`src/rtl/fft_pkg.sv`:
```
// Shared constants, FSM encoding and twiddle rounding helper for the FFT datapath.
package fft_pkg;

  localparam int unsigned N_DEF   = 64;
  localparam int unsigned DW_DEF  = 16;
  localparam int unsigned TW_FRAC = 8;
  localparam int unsigned LOG2N   = $clog2(N_DEF);

  localparam real PI       = 3.14159265358979323846;
  localparam real TW_SCALE = real'(32'd1 << TW_FRAC);

  typedef enum logic [1:0] {
    IDLE  = 2'd0,
    RUN   = 2'd1,
    DRAIN = 2'd2
  } state_t;

  // Round half away from zero, the rounding used for the twiddle table.
  function automatic int round_q(input real x);
    if (x >= 0.0) return $rtoi(x + 0.5);
    else          return -$rtoi(0.5 - x);
  endfunction

endpackage

```
`src/rtl/twiddle_rom.sv`:
```
// N/2-entry twiddle table, Q(DW-9).8, built at elaboration; one-cycle registered read.
module twiddle_rom
  import fft_pkg::*;
#(
  parameter int unsigned N    = N_DEF,
  parameter int unsigned DW   = DW_DEF,
  parameter bit          CONJ = 1'b0
) (
  input  logic                   clk,
  input  logic                   rst,
  input  logic                   en,
  input  logic [$clog2(N)-2:0]   addr,
  output logic [DW-1:0]          w_r,
  output logic [DW-1:0]          w_i
);

  localparam int unsigned DEPTH = N / 2;

  logic [DW-1:0] rom_r [DEPTH];
  logic [DW-1:0] rom_i [DEPTH];

  // CONJ flips the sign of the imaginary part for inverse-transform twiddles.
  for (genvar g = 0; g < DEPTH; g++) begin : g_rom
    localparam real ANG = 2.0 * PI * real'(g) / real'(N);
    assign rom_r[g] = DW'(round_q(TW_SCALE * $cos(ANG)));
    assign rom_i[g] = CONJ ? DW'(round_q(TW_SCALE * $sin(ANG)))
                           : DW'(-round_q(TW_SCALE * $sin(ANG)));
  end

  always_ff @(posedge clk) begin
    if (rst) begin
      w_r <= '0;
      w_i <= '0;
    end else if (en) begin
      w_r <= rom_r[addr];
      w_i <= rom_i[addr];
    end
  end

endmodule

```
`src/rtl/twiddle_sequencer.sv`:
```
// Frames one radix-2 DIF transform and pairs each butterfly difference with its twiddle.
// Build option: define TWIDDLE_CONJ_EN for conjugate (inverse FFT) twiddles on w_i.
module twiddle_sequencer
  import fft_pkg::*;
#(
  parameter int unsigned N  = N_DEF,
  parameter int unsigned DW = DW_DEF
) (
  input  logic                   clk,
  input  logic                   rst,
  input  logic                   start,
  input  logic                   in_valid,
  output logic                   in_ready,
  input  logic [DW-1:0]          in_re,
  input  logic [DW-1:0]          in_im,
  output logic                   out_valid,
  input  logic                   out_ready,
  output logic [DW-1:0]          out_re,
  output logic [DW-1:0]          out_im,
  output logic [DW-1:0]          w_r,
  output logic [DW-1:0]          w_i,
  output logic [$clog2(N)-1:0]   stage_idx,
  output logic                   last,
  output logic                   busy,
  output logic                   done
);

  localparam int unsigned LW = $clog2(N);
  localparam int unsigned KW = LW - 1;

`ifdef TWIDDLE_CONJ_EN
  localparam bit CONJ = 1'b1;
`else
  localparam bit CONJ = 1'b0;
`endif

  state_t        state;
  logic [KW-1:0] k;
  logic [LW-1:0] s;
  logic [KW-1:0] m;
  logic          adv;
  logic          accept;
  logic          final_pair;

  logic          v1;
  logic          last1;
  logic [DW-1:0] re1;
  logic [DW-1:0] im1;
  logic [LW-1:0] s1;
  logic [KW-1:0] m1;

  // The whole pipeline advances unless the output bundle is being held.
  assign adv        = !(out_valid && !out_ready);
  assign in_ready   = (state == RUN) && adv;
  assign accept     = in_valid && in_ready;
  assign final_pair = (s == LW'(LW - 1)) && (k == {KW{1'b1}});
  assign done       = out_valid && out_ready && last;

  // k mod (N >> (s+1)) is a mask of the low KW-s bits since N is a power of two.
  assign m = (k & ({KW{1'b1}} >> s)) << s;

  // Transform framing FSM with stage/pair counters.
  always_ff @(posedge clk) begin
    if (rst) begin
      state <= IDLE;
      busy  <= 1'b0;
      k     <= '0;
      s     <= '0;
    end else begin
      case (state)
        IDLE: begin
          if (start) begin
            state <= RUN;
            busy  <= 1'b1;
            k     <= '0;
            s     <= '0;
          end
        end
        RUN: begin
          if (accept) begin
            k <= k + KW'(1);
            if (k == {KW{1'b1}}) s <= s + LW'(1);
            if (final_pair) state <= DRAIN;
          end
        end
        DRAIN: begin
          if (done) begin
            state <= IDLE;
            busy  <= 1'b0;
          end
        end
        default: begin
          state <= IDLE;
          busy  <= 1'b0;
        end
      endcase
    end
  end

  // Two-stage data pipeline; ROM output register forms stage 2 alongside out_*.
  always_ff @(posedge clk) begin
    if (rst) begin
      v1        <= 1'b0;
      last1     <= 1'b0;
      re1       <= '0;
      im1       <= '0;
      s1        <= '0;
      m1        <= '0;
      out_valid <= 1'b0;
      out_re    <= '0;
      out_im    <= '0;
      stage_idx <= '0;
      last      <= 1'b0;
    end else if (adv) begin
      v1        <= accept;
      last1     <= accept && final_pair;
      re1       <= in_re;
      im1       <= in_im;
      s1        <= s;
      m1        <= m;
      out_valid <= v1;
      out_re    <= re1;
      out_im    <= im1;
      stage_idx <= s1;
      last      <= v1 && last1;
    end
  end

  twiddle_rom #(
    .N    (N),
    .DW   (DW),
    .CONJ (CONJ)
  ) u_rom (
    .clk  (clk),
    .rst  (rst),
    .en   (adv),
    .addr (m1),
    .w_r  (w_r),
    .w_i  (w_i)
  );

endmodule
```
`config.mk`:
```
export PLATFORM = sky130hd
export DESIGN_NAME = twiddle_sequencer
export DESIGN_NICKNAME = d
export VERILOG_FILES = /design/src/rtl/fft_pkg.sv /design/src/rtl/twiddle_rom.sv /design/src/rtl/twiddle_sequencer.sv
export SDC_FILE = /design/constraint.sdc
export NUM_CORES = 1
export LEC_CHECK = 0
export CORE_MARGIN = 2
export CORE_UTILIZATION = 51
export CTS_CLUSTER_SIZE = 20
export DETAILED_ROUTE_END_ITERATION = 10
export GPL_TIMING_DRIVEN = 0
export PLACE_DENSITY = 0.9
export SLEW_MARGIN = 10
export SYNTH_ARGS = -nofsm -noshare
export SYNTH_HDL_FRONTEND = slang
export SYNTH_SLANG_ARGS = --single-unit
```
`constraint.sdc`:
```
create_clock -name clk -period 3.01 [get_ports clk]
set_clock_uncertainty 0.2 [all_clocks]
set_input_delay 0.602 -clock clk [delete_from_list [all_inputs] [get_ports clk]]
set_output_delay 0.602 -clock clk [all_outputs]
set_load 0.01 [all_outputs]
```
==> impl_metrics.env <==
export IMPL_cp_max_fo=19
export IMPL_status="completed"
export IMPL_required_ps=2210
export IMPL_hold_path_class="reg2reg"
export IMPL_via_per_inst=5.70
export IMPL_ys_async_sr_fraction_pct=0
export IMPL_cp_arrival_ps=2130
export IMPL_routed_wl_um=15400
export IMPL_routedWlPerCell_um=16.8
export IMPL_leakage_nw=2.70
export IMPL_rrSetupSlack_ps=230
export IMPL_synth_edff_count=0
export IMPL_nNetsFinal=814
export IMPL_end_kind="output port"
export IMPL_netlist_top_cell_by_area="dfxtp_1"
export IMPL_core_region_area_um2=9770
export IMPL_num_antenna_cells=0
export IMPL_synth_seq_cells=118
export IMPL_synth_cell_types=58
export IMPL_min_period_ps=2930
export IMPL_initial_core_util_pct=52.7
export IMPL_synth_ff_type="dfxtp_1"
export IMPL_grt_setup_unrepaired="no"
export IMPL_finalCritPeriodShare_pct=97.3
export IMPL_vias=5207
export IMPL_setup_violations=0
export IMPL_fmax_mhz=342
export IMPL_dr_pass1_iters=5
export IMPL_syn_inst=639
export IMPL_fillers=748
export IMPL_clk_pin_slew_ps=60
export IMPL_syn_area_um2=5150
export IMPL_grt_pass1_vias=5081
export IMPL_yosysSeqAreaShare_pct=45.8
export IMPL_grt_first_pass_wirelength_um=24900
export IMPL_pin_count=112
export IMPL_crit_type="in2out"
export IMPL_dpl_hpwl_um=10800
export IMPL_drtAntennaViolNets=0
export IMPL_synthTopCellsByArea="dfxtp_1, nand2_1, a21oi_1, nor2_1, ha_1"
export IMPL_grt_max_degree=20
export IMPL_critPathLaunchType="primary input"
export IMPL_dieArea_um2=10900
export IMPL_tightest_slew_ps=786
export IMPL_area_growth_pct=35.7
export IMPL_row_count=36
export IMPL_synth_avg_cell_area_um2=8.06
export IMPL_antenna_found_initial=0
export IMPL_drt_iter0_drc=377
export IMPL_yosys_warnings=0
export IMPL_die_w_um=105
export IMPL_numCtsBuffers=17
export IMPL_synth_nets=686
export IMPL_clockRootBuffer="clkbuf_8"
export IMPL_synth_top_cell_area_share_pct=45.8
export IMPL_regArea_um2=2360
export IMPL_grt_overflow=0
export IMPL_peakVddDrop_uv=382
export IMPL_fin_util_pct=71.5
export IMPL_cts_buffer_depth=2
export IMPL_drive_gt1_share_pct=10.3
export IMPL_synth_common_cells="nand2_1, dfxtp_1, a21oi_1"
export IMPL_clock_latency_ps=520
export IMPL_cts_tree="built"
export IMPL_gp_congestion=0.889
export IMPL_fin_tns_setup_ps=0
export IMPL_cts_max_level=4
export IMPL_relSlewSlack_pct=47.5
export IMPL_io_buffers=110
export IMPL_grt_util_all_layers_pct=28.4
export IMPL_p_per_area_nw_per_um2=554
export IMPL_multi_input_area_um2=2420
export IMPL_slew_violations=0
export IMPL_fp_dieH_um=105
export IMPL_yosysMostFrequentCell="nand2_1"
export IMPL_cts_sink_count=118
export IMPL_drc=0
export IMPL_post_cts_buffers=0
export IMPL_hold_violations=0
export IMPL_cap_viol_max_count=0
[through the flow]
step / hold WS [ps] / worst slack, ps / cells / instance area (um^2) / power (mW)
2_1_floorplan: 232 / 814 / 639 / 5150 / 1.81
5_1_grt: 271 / 2.67 / 913 / 6990 / 3.98
6_report: 249 / 81.8 / 913 / 6990 / 3.87
3_5_place_dp: 244 / -240 / 882 / 6420 / 1.97
3_3_place_gp: 238 / -260 / 882 / 6420 / 1.95
4_1_cts: 251 / 23.9 / 913 / 6990 / 3.88
[sequential cells by signal (all words and copies together) (netlist names), 5 cells and up]
name,flops
im1,16
k,5
m1,5
out_im,16
out_re,16
re1,16
s,6
s1,6
stage_idx,6
u_rom.w_i,9
u_rom.w_r,10
[timing repair]
item                                    in CTS  in global routing
hold buffers                                 0                  0
resized for setup                            0                  5
endpoints found under the setup margin       1                  3
[report_power, final]
| group | internal (mW) | switching, mW |
|---|---|---|
| clock | 1.18 | 0.746 |
| combinational | 0.145 | 0.142 |
| sequential | 1.62 | 0.0348 |
| total | 2.95 | 0.923 |
[critical path, stage by stage]
cell             delay [ps]
clkdlybuf4s50_1         490
nor2b_1                  50
clkbuf_4                240
nor3_1                  180
clkdlybuf4s50_1         570
[cells by family after synthesis]
logic type	share of synthesized area, %
AND/OR/NAND/NOR	22.8
AO/OA/AOI/OAI	17.2
flip-flops	45.8
buffers and inverters	7.14
multiplexers	3.57
adder cells (fa/ha/maj)	2.43
XOR/XNOR	1.02
[worst paths after layout]
kind | startpoint | to | depth (start not counted)
setup / recovery | out_ready | in_ready | 5
hold / removal | out_re[0] | out_re[0] | 2
setup reg to reg | m1[1] | u_rom.w_r[5] | 7
hold reg to reg | out_re[0] | out_re[0] | 2
[metal layers]
layer / track usage, % / wire length, um / part of all wire, % / vias to the layer above
li1: - / - / - / 2421
met1: 34.0 / 6200 / 40 / 2470
met2: 50.1 / 7770 / 51 / 275
met3: 5.58 / 1070 / 6.9 / 41
met4: 10.8 / 341 / 2.2 / 0
met5: 0 / 0 / 0 / -
[cells in the final DEF, fill, tap and decap left out, types with 3 or more instances in the layout]
cell,count
a2111oi_0,3
a21oi_1,95
a311oi_1,6
a31oi_1,3
and3_1,4
buf_1,6
buf_2,17
buf_4,14
buf_6,3
clkbuf_1,22
clkbuf_16,16
clkdlybuf4s50_1,110
clkinv_2,3
clkinv_4,5
dfxtp_1,118
ha_1,10
inv_1,8
inv_6,3
mux2i_1,9
nand2_1,168
nand2b_1,5
nand4_1,3
nor2_1,49
nor2b_1,6
nor3_1,14
nor3b_1,3
nor4_1,3
o211ai_1,6
o21ai_0,6
or3_1,4
or4_1,3
xor2_1,4
[cell type report]
cell class                 count  area share (%)
multi-input combinational    449            34.7
sequential                   118            33.8
timing repair buffer         110            15.7
clock buffer                  18            5.98
buffer                        63            4.83
tap                          133            2.38
clock inverter                14            2.18
inverter                       8           0.429
(Power assumes the default switching activity.)
